==> src/rtl/addr_stream_issuer.sv <==
// addr_stream_issuer
//   Pulls a burst of total_count addresses from an upstream nested address
//   generator (one per step strobe) and queues them in a small FIFO that
//   feeds a valid/ready memory request port.
//
//   Ports
//     clk          clock, rising edge
//     rst          synchronous active-high reset
//     start        begin a burst (honoured only in IDLE)
//     total_count  burst length, sampled when start is honoured
//     addr_in      current address from the upstream generator
//     step         advance strobe to the upstream generator
//     req_valid    request available at the FIFO head
//     req_addr     address at the FIFO head (0 when empty)
//     req_ready    downstream accepts the head request
//     busy         high while in RUN or DRAIN
//     done         one-cycle pulse when a burst completes
//
//   Optional feature (macro ADDR_STREAM_ISSUER_BOUNDS_EN):
//     addr_limit   input, any pushed address >= addr_limit is flagged
//     oob_err      sticky flag, cleared by rst or the next honoured start
module addr_stream_issuer #(
   parameter int ADDR_W     = 16,
   parameter int FIFO_DEPTH = 4
) (
   input  logic              clk,
   input  logic              rst,
   input  logic              start,
   input  logic [ADDR_W-1:0] total_count,
   input  logic [ADDR_W-1:0] addr_in,
   output logic              step,
   output logic              req_valid,
   output logic [ADDR_W-1:0] req_addr,
   input  logic              req_ready,
`ifdef ADDR_STREAM_ISSUER_BOUNDS_EN
   input  logic [ADDR_W-1:0] addr_limit,
   output logic              oob_err,
`endif
   output logic              busy,
   output logic              done
);

   localparam int PTR_W = (FIFO_DEPTH > 1) ? $clog2(FIFO_DEPTH) : 1;
   localparam int CNT_W = $clog2(FIFO_DEPTH + 1);

   localparam logic [1:0] S_IDLE  = 2'd0;
   localparam logic [1:0] S_RUN   = 2'd1;
   localparam logic [1:0] S_DRAIN = 2'd2;

   logic [1:0]        state;
   logic [ADDR_W-1:0] remaining;
   logic              done_q;   // zero-length burst completion, one cycle late

   logic [ADDR_W-1:0] mem [FIFO_DEPTH];
   logic [PTR_W-1:0]  wr_ptr;
   logic [PTR_W-1:0]  rd_ptr;
   logic [CNT_W-1:0]  count;
   logic              fifo_empty;
   logic              fifo_full;
   logic              push;
   logic              pop;

   // Occupancy is tracked by an explicit count so full and empty never
   // depend on pointer equality.
   assign fifo_empty = (count == '0);
   assign fifo_full  = (count == CNT_W'(FIFO_DEPTH));
   assign pop        = !fifo_empty && req_ready;

   // A full FIFO can still take a push when the head leaves this cycle.
   assign step = (state == S_RUN) && (remaining != '0) && (!fifo_full || pop);
   assign push = step;

   assign req_valid = !fifo_empty;
   assign req_addr  = fifo_empty ? '0 : mem[rd_ptr];
   assign busy      = (state != S_IDLE);
   assign done      = done_q || ((state == S_DRAIN) && fifo_empty);

   // Control FSM
   always_ff @(posedge clk) begin
      if (rst) begin
         state     <= S_IDLE;
         remaining <= '0;
         done_q    <= 1'b0;
      end else begin
         done_q <= 1'b0;
         case (state)
            S_IDLE: begin
               if (start) begin
                  if (total_count != '0) begin
                     remaining <= total_count;
                     state     <= S_RUN;
                  end else begin
                     done_q <= 1'b1;
                  end
               end
            end
            S_RUN: begin
               if (step) begin
                  remaining <= remaining - ADDR_W'(1);
                  if (remaining == ADDR_W'(1))
                     state <= S_DRAIN;
               end
            end
            S_DRAIN: begin
               if (fifo_empty)
                  state <= S_IDLE;
            end
            default: state <= S_IDLE;
         endcase
      end
   end

   // FIFO bookkeeping; storage itself needs no reset since req_addr is
   // masked to zero while the FIFO is empty.
   always_ff @(posedge clk) begin
      if (rst) begin
         wr_ptr <= '0;
         rd_ptr <= '0;
         count  <= '0;
      end else begin
         if (push) wr_ptr <= wr_ptr + PTR_W'(1);
         if (pop)  rd_ptr <= rd_ptr + PTR_W'(1);
         case ({push, pop})
            2'b10:   count <= count + CNT_W'(1);
            2'b01:   count <= count - CNT_W'(1);
            default: count <= count;
         endcase
      end
   end

   always_ff @(posedge clk) begin
      if (push)
         mem[wr_ptr] <= addr_in;
   end

`ifdef ADDR_STREAM_ISSUER_BOUNDS_EN
   // Out-of-range addresses are still queued; only the flag records them.
   always_ff @(posedge clk) begin
      if (rst)
         oob_err <= 1'b0;
      else if ((state == S_IDLE) && start)
         oob_err <= 1'b0;
      else if (push && (addr_in >= addr_limit))
         oob_err <= 1'b1;
   end
`endif

endmodule

==> config.mk <==
export PLATFORM = sky130hd
export DESIGN_NAME = addr_stream_issuer
export DESIGN_NICKNAME = d
export VERILOG_FILES = /design/src/rtl/addr_stream_issuer.sv
export SDC_FILE = /design/constraint.sdc
export NUM_CORES = 1
export LEC_CHECK = 0
export BUFFER_PORTS_ARGS = -buffer_cell sky130_fd_sc_hd__buf_2
export CAP_MARGIN = 20
export CORE_ASPECT_RATIO = 1.2
export CORE_MARGIN = 4
export CORE_UTILIZATION = 50
export DETAILED_ROUTE_END_ITERATION = 8
export PLACE_DENSITY = 0.73
export SLEW_MARGIN = 30
export SYNTH_ARGS = -nofsm -noshare
export SYNTH_HDL_FRONTEND = slang
export SYNTH_SLANG_ARGS = --single-unit
==> constraint.sdc <==
create_clock -name clk -period 2.34 [get_ports clk]
set_clock_uncertainty 0.05 [all_clocks]
set_input_delay 0.117 -clock clk [delete_from_list [all_inputs] [get_ports clk]]
set_output_delay 0.117 -clock clk [all_outputs]
set_load 0.01 [all_outputs]
==> out/qor.csv, run 1 <==
stage,metric,value,unit
clock_tree,clkTransAtPathRegs,0.09,ns
finish,nFillCells,649,
floorplanning,ios,56,
routing,drt-met1-wl,3574,µm
synthesis,syn_avg_cell_area,13.34,µm²
critical_path,crit_family,simple AND/OR/NAND/NOR gates,
finish,multi_input_area,1672,µm²
sta,max-slew-margin-rel,0.6335,
grt,grt_usage,0.1823,
finish,syn_to_final_growth,17.74,%
routing,post-route-drc-count,0,
critical_path,startpoint,remaining[1],
routing,wl,8780,µm
grt,grt.overflow.total,0,
place,pre_cts_slack,0.1048,ns
synthesis,yosysMostFrequentCell,edfxtp_1,
worst_hold_path,holdCritPathClass,input port to flip-flop,
clock_tree,postCtsSetupBuffers,0,
routing,route.top_layer_used,met4,
synthesis,synth.cell_area,4310,µm²
routing,drt_iter0_drc,155,
sta,finalSetupViolCount,0,
grt,grt_first_pass_wirelength,14410,µm
critical_path,cp_num_buf_inv,1,
critical_path,critPathMaxStageDelay,0.61,ns
routing,vias_per_cell,5.740,
job,maxCapViolCount,0,
power,p_leak,0.001867,µW
floorplanning,initial_core_util,0.5229,
critical_path,rr_endpoint,remaining[14],
clock_tree,cts_root_buffer,clkbuf_8,
routing,wire_per_inst,16.92,µm
sta,finalHoldViolCount,0,
critical_path,worstPathRequired,2.51,ns
synthesis,ys_ff_latch,92,
grt,grt_pass1_vias,2980,
grt,grt_max_degree,26,
synthesis,async_flop_share,0,
routing,dr.pass1.iters,4,
clock_tree,cts_buffers,9,
routing,postRouteAntennaNets,0,
sta,fin_ws,0.1659,ns
floorplanning,die_height,109.7,µm
floorplanning,die_area,10180,µm²
critical_path,crit_path_end,remaining[14],
finish,regArea,2482,µm²
critical_path,cp_max_fo,6,
finish,fin_util,0.6157,
finish,fin_nets,444,
power,power_density,1290,nW/µm²
clock_tree,h-tree-depth,3,
critical_path,worst-path-stages,7,
critical_path,cp.arrival,2.35,ns
synthesis,synthCells,323,
synthesis,netlist.area_leader.share,0.4459,
sta,worstMarginPinSlew,0.5492,ns
sta,fmax,0.4600,GHz
synthesis,synthDistinctLibCells,55,
critical_path,r2r_slack,0.17,ns
grt,grt_antenna_before_repair,0,
power,peakVddDrop,0.0007241,V
clock_tree,insertion_delay,0.35,ns
synthesis,syn_nets,367,
synthesis,synth-edff-count,64,
finish,drive_gt1_frac,0.2914,
place,dp_cells,487,
sta,period_share,0.9291,
clock_tree,cts_tree,built,
critical_path,end_kind,flip-flop,
floorplanning,core_area,8243,µm²
synthesis,synth_common_cells,"64 x edfxtp_1, 28 x dfxtp_1, 26 x nor2_1, 23 x a21oi_1, 19 x and2_1",
sta,rsz0062_at_grt,no,
floorplanning,num_rows,36,
critical_path,reg2reg_from,remaining[1],
routing,dr_wl_met2,4627,µm
finish,antenna_cells,0,
critical_path,critPathKind,flip-flop to flip-flop,
synthesis,yosys.area.top_type,edfxtp_1,
outcome,status,completed,
place,portBuffers,55,
sta,min_period,2.174,ns
place,place.gp.congestion,0.8640,
routing,vias,2979,
floorplanning,die_width,92.76,µm
routing,routed-wl-met3,492,µm
synthesis,synth.area.top_cells,"edfxtp_1 45%, dfxtp_1 13%, mux4_2 8.4%",
clock_tree,clkSinkCount,92,
place,hpwl,6026,µm
critical_path,crit_chain,inv_1 -> ha_1 -> or4b_1 -> nor2_4 -> a21oi_1 -> o311ai_0 -> o31ai_1,
critical_path,critPathSlowestCell,or4b_1,
sta,slew_viol_final,0,
synthesis,ys_seq_area_frac,0.5759,
sta,holdWs,0.02323,ns
clock_tree,clk_path_buf_depth,2,
synthesis,ys.warnings.count,0,
finish,instances_no_fill,519,
critical_path,worstSetupStartpointType,flip-flop,
critical_path,reg2regPathDepth,7,
synthesis,synth_top_flop_cell,edfxtp_1,
sta,fin_setup_tns,0,ns
## cell usage in the layout (no fill, tap or decap), types with 5 or more instances in the layout
| cell type | count |
|---|---|
| a21oi_1 | 23 |
| a22oi_1 | 5 |
| and2_1 | 19 |
| and3_1 | 7 |
| buf_2 | 55 |
| buf_4 | 17 |
| clkbuf_8 | 9 |
| dfxtp_1 | 28 |
| dlygate4sd3_1 | 16 |
| edfxtp_1 | 64 |
| ha_1 | 7 |
| inv_1 | 9 |
| mux4_2 | 16 |
| nand2_1 | 6 |
| nor2_1 | 26 |
| nor3_1 | 15 |
| nor4_1 | 5 |
| o311ai_0 | 14 |
| o31ai_1 | 13 |
## per-layer routing
layer	track usage	vias up
li1	-	1410
met2	0.3253	102
met1	0.2258	1460
met4	0.05864	0
met5	0	-
met3	0.03149	7
## per-stage QoR
step	total power, µW	area (µm²)
after global routing	7026	5075
after global placement	5478	4727
after floorplan	4735	4310
final	6547	5075
after detailed placement	5568	4727
after CTS	6569	5069
## where the power goes
group | internal, µW | leakage (µW) | switching [µW] | total (µW)
clock | 407 | 0.0000898 | 579 | 986
combinational | 1370 | 0.000967 | 1760 | 3130
sequential | 2130 | 0.000810 | 295 | 2430
## flip-flops by register name, summed over array words and instances (netlist names), named ones only
| register | cells |
|---|---|
| wr_ptr | 2 |
| state | 2 |
| remaining | 16 |
| done_q | 1 |
| mem | 64 |
| count | 3 |
| rd_ptr | 2 |
## repair_timing
action / 4_1_cts / 5_1_grt
endpoints found under the hold margin: 64 / 0
hold buffers: 16 / 0
resized for setup: 0 / 1
setup endpoints to repair: 0 / 1
## how the worst min path moves through the flow
stage | start | to | slack (ns) | cells after the start
3_5_place_dp | addr_in[5] | mem[3][5] | 0.29 | 1
3_3_place_gp | addr_in[6] | mem[0][6] | 0.28 | 1
5_1_grt | start | done_q | 0.01 | 2
2_1_floorplan | addr_in[0] | mem[0][0] | 0.17 | 0
6_report | start | done_q | 0.02 | 2
4_1_cts | start | done_q | 0.01 | 2
## worst register-to-register path, delay by kind of cell, from the launching register on
family,cells,cell delay (ns)
buffers and inverters,1,0.10
AND/OR/NAND/NOR,2,0.81
AO/OA/AOI/OAI,3,0.55
flip-flops,1,0.32
adder cells (fa/ha/maj),1,0.22
## logic make-up after synthesis
logic type,after synthesis,synth area share
compound gates,68,0.1196
xor+xnor,3,0.006097
fa+ha+maj,8,0.02496
buf+inv,31,0.03773
flops,92,0.5759
mux,19,0.09086
simple gates,102,0.1449
## cell type report
class                           instances  area share
Inverter                                9    0.006657
Clock inverter                          6     0.01060
Tap cell                              114     0.02811
Clock buffer                           10     0.02515
Multi-Input combinational cell        200      0.3294
Timing Repair Buffer                   88      0.1109
Sequential cell                        92      0.4892
Note: power is estimated with default switching activity, not from simulation.
==> run 2, diff against run 1 <==
--- a/config.mk
+++ b/config.mk
@@ -11,6 +11,7 @@
 export CORE_MARGIN = 4
 export CORE_UTILIZATION = 50
 export DETAILED_ROUTE_END_ITERATION = 8
+export HOLD_SLACK_MARGIN = 0.05
 export PLACE_DENSITY = 0.73
 export SLEW_MARGIN = 30
 export SYNTH_ARGS = -nofsm -noshare
==> run 2 against run 1 <==
Against the previous run: count of clock-buffer cells in the layout unchanged; sequential power about the same; design area increased by 0.59%; register-to-register slack hardly changed; first-iteration DRC count decreased by 6.5%; core utilization up 0.36 points.
==> out/qor.csv, run 2 (synthesis gave the netlist of run 1 again) <==
stage,metric,value,unit,change
critical_path,worstSetupStartpointType,flip-flop,,
routing,drt_iter0_drc,145,,-6.5%
grt,grt_pass1_vias,2979,,-0.034%
sta,max-slew-margin-rel,0.6425,,+0.009039
finish,drive_gt1_frac,0.2892,,-0.002142
grt,grt_max_degree,26,,unchanged
critical_path,crit_family,simple AND/OR/NAND/NOR gates,,
clock_tree,cts_tree,built,,
finish,fin_nets,447,,+0.68%
routing,vias,2973,,-0.20%
power,p_leak,0.001880,µW,+0.67%
floorplanning,num_rows,36,,unchanged
critical_path,cp.arrival,2.35,ns,about the same
critical_path,crit_chain,inv_1 -> ha_1 -> or4b_1 -> nor2_4 -> a21oi_1 -> o311ai_0 -> o31ai_1,,
outcome,status,completed,,
finish,syn_to_final_growth,18.43,%,
worst_hold_path,holdCritPathClass,input port to flip-flop,,
routing,postRouteAntennaNets,0,,unchanged
floorplanning,core_area,8243,µm²,unchanged
sta,fin_setup_tns,0,ns,unchanged
sta,min_period,2.176,ns,+0.001529 ns
floorplanning,die_height,109.7,µm,unchanged
place,portBuffers,55,,unchanged
finish,regMostFlops,mem,,
critical_path,cp_num_buf_inv,1,,unchanged
floorplanning,die_width,92.76,µm,unchanged
finish,layout_common_cells,"64 x edfxtp_1, 55 x buf_2, 28 x dfxtp_1",,
job,maxCapViolCount,0,,unchanged
sta,fmax,0.4596,GHz,about the same
place,hpwl,6026,µm,unchanged
sta,slew_viol_final,0,,unchanged
floorplanning,initial_core_util,0.5229,,unchanged
critical_path,worstPathRequired,2.51,ns,about the same
sta,finalHoldViolCount,0,,unchanged
clock_tree,insertion_delay,0.35,ns,about the same
power,peakVddDrop,0.0007207,V,-0.47%
finish,nFillCells,649,,unchanged
grt,grt.overflow.total,0,,unchanged
routing,wire_per_inst,16.85,µm,-0.39%
routing,vias_per_cell,5.695,,-0.77%
clock_tree,cts_buffers,9,,unchanged
routing,post-route-drc-count,0,,unchanged
floorplanning,ios,56,,unchanged
sta,rsz0062_at_grt,no,,
critical_path,critPathKind,flip-flop to flip-flop,,
routing,dr.pass1.iters,4,,unchanged
grt,grt_antenna_before_repair,0,,unchanged
sta,finalSetupViolCount,0,,unchanged
clock_tree,cts_root_buffer,clkbuf_8,,
sta,worstMarginPinSlew,0.5356,ns,-0.01354 ns
clock_tree,clkSinkCount,92,,unchanged
finish,antenna_cells,0,,unchanged
critical_path,end_kind,flip-flop,,
power,power_density,1283,nW/µm²,-0.52%
sta,period_share,0.9298,,about the same
critical_path,critPathSlowestCell,or4b_1,,
finish,final_common_cell,edfxtp_1,,
grt,grt_usage,0.1823,,unchanged
grt,grt_first_pass_wirelength,14410,µm,unchanged
clock_tree,clk_path_buf_depth,2,,unchanged
place,place.gp.congestion,0.8640,,unchanged
clock_tree,h-tree-depth,3,,unchanged
finish,reg_top3,"mem (64), remaining (16), count (3)",,
floorplanning,die_area,10180,µm²,unchanged
clock_tree,clkTransAtPathRegs,0.09,ns,about the same
finish,largest_reg_flops,64,,unchanged
critical_path,cp_max_fo,6,,unchanged
sta,holdWs,0.06218,ns,+0.03894 ns
routing,wl,8796,µm,+0.18%
critical_path,critPathMaxStageDelay,0.60,ns,about the same
-- run 2: final timing paths --
kind	from	endpoint	slack, ns	cells past startpoint
worst min-delay path	total_count[4]	remaining[4]	0.06	3
worst min register to register	rd_ptr[1]	flip-flop	0.48	2
worst max register to register	remaining[1]	remaining[14]	0.16	7
worst max-delay path	remaining[1]	remaining[14]	0.16	7
-- run 2: where the power goes --
group | total, µW | switching, µW | leakage [µW] | internal, µW
combinational | 3140 | 1760 | 0.000980 | 1380
sequential | 2430 | 296 | 0.000810 | 2130
clock | 984 | 577 | 0.0000898 | 407
total | 6550 | 2630 | 0.00188 | 3920
-- run 2: area by class of cell --
| type | count | area (µm²) | share of cell area |
|---|---|---|---|
| sequential | 92 | 2482 | 0.4863 |
| timing repair buffer | 91 | 593.1 | 0.1162 |
| clock inverter | 6 | 53.80 | 0.01054 |
| inverter | 9 | 33.78 | 0.006618 |
| multi-input combinational | 200 | 1672 | 0.3275 |
| tap | 114 | 142.6 | 0.02794 |
| clock buffer | 10 | 127.6 | 0.02500 |
-- run 2: per-stage QoR --
step	cell area, µm²	utilization	total power, µW	cells	worst slack (ns)
finish	5105	0.6193	6552	522	0.1644
CTS	5099	0.6185	6572	522	0.09399
floorplan	4310	-	4735	323	0.03239
global placement	4727	0.5735	5478	487	0.1981
detailed placement	4727	0.5735	5568	487	0.1048
global route	5105	0.6193	7030	522	0.01321
-- run 2: repair_timing --
action,CTS,global route
endpoints found under the setup margin,0,1
hold endpoints to repair,67,0
hold buffers,19,0
gates resized for setup,0,1
buffers inserted,0,0
-- run 2: worst reg2reg max path: cells and delay by family, from the launching register on --
kind                     cells  cell delay, ns
AO/OA/AOI/OAI                3            0.55
adder cells (fa/ha/maj)      1            0.22
buffers and inverters        1            0.10
flip-flops                   1            0.32
AND/OR/NAND/NOR              2            0.80
-- run 2: per-layer routing --
metal / up-vias / global-route usage / part of all wire
met3: 7 / 0.03149 / 0.055
met4: 0 / 0.05864 / 0.0091
met5: - / 0 / 0
met1: 1455 / 0.2254 / 0.41
met2: 95 / 0.3258 / 0.53
li1: 1416 / - / -
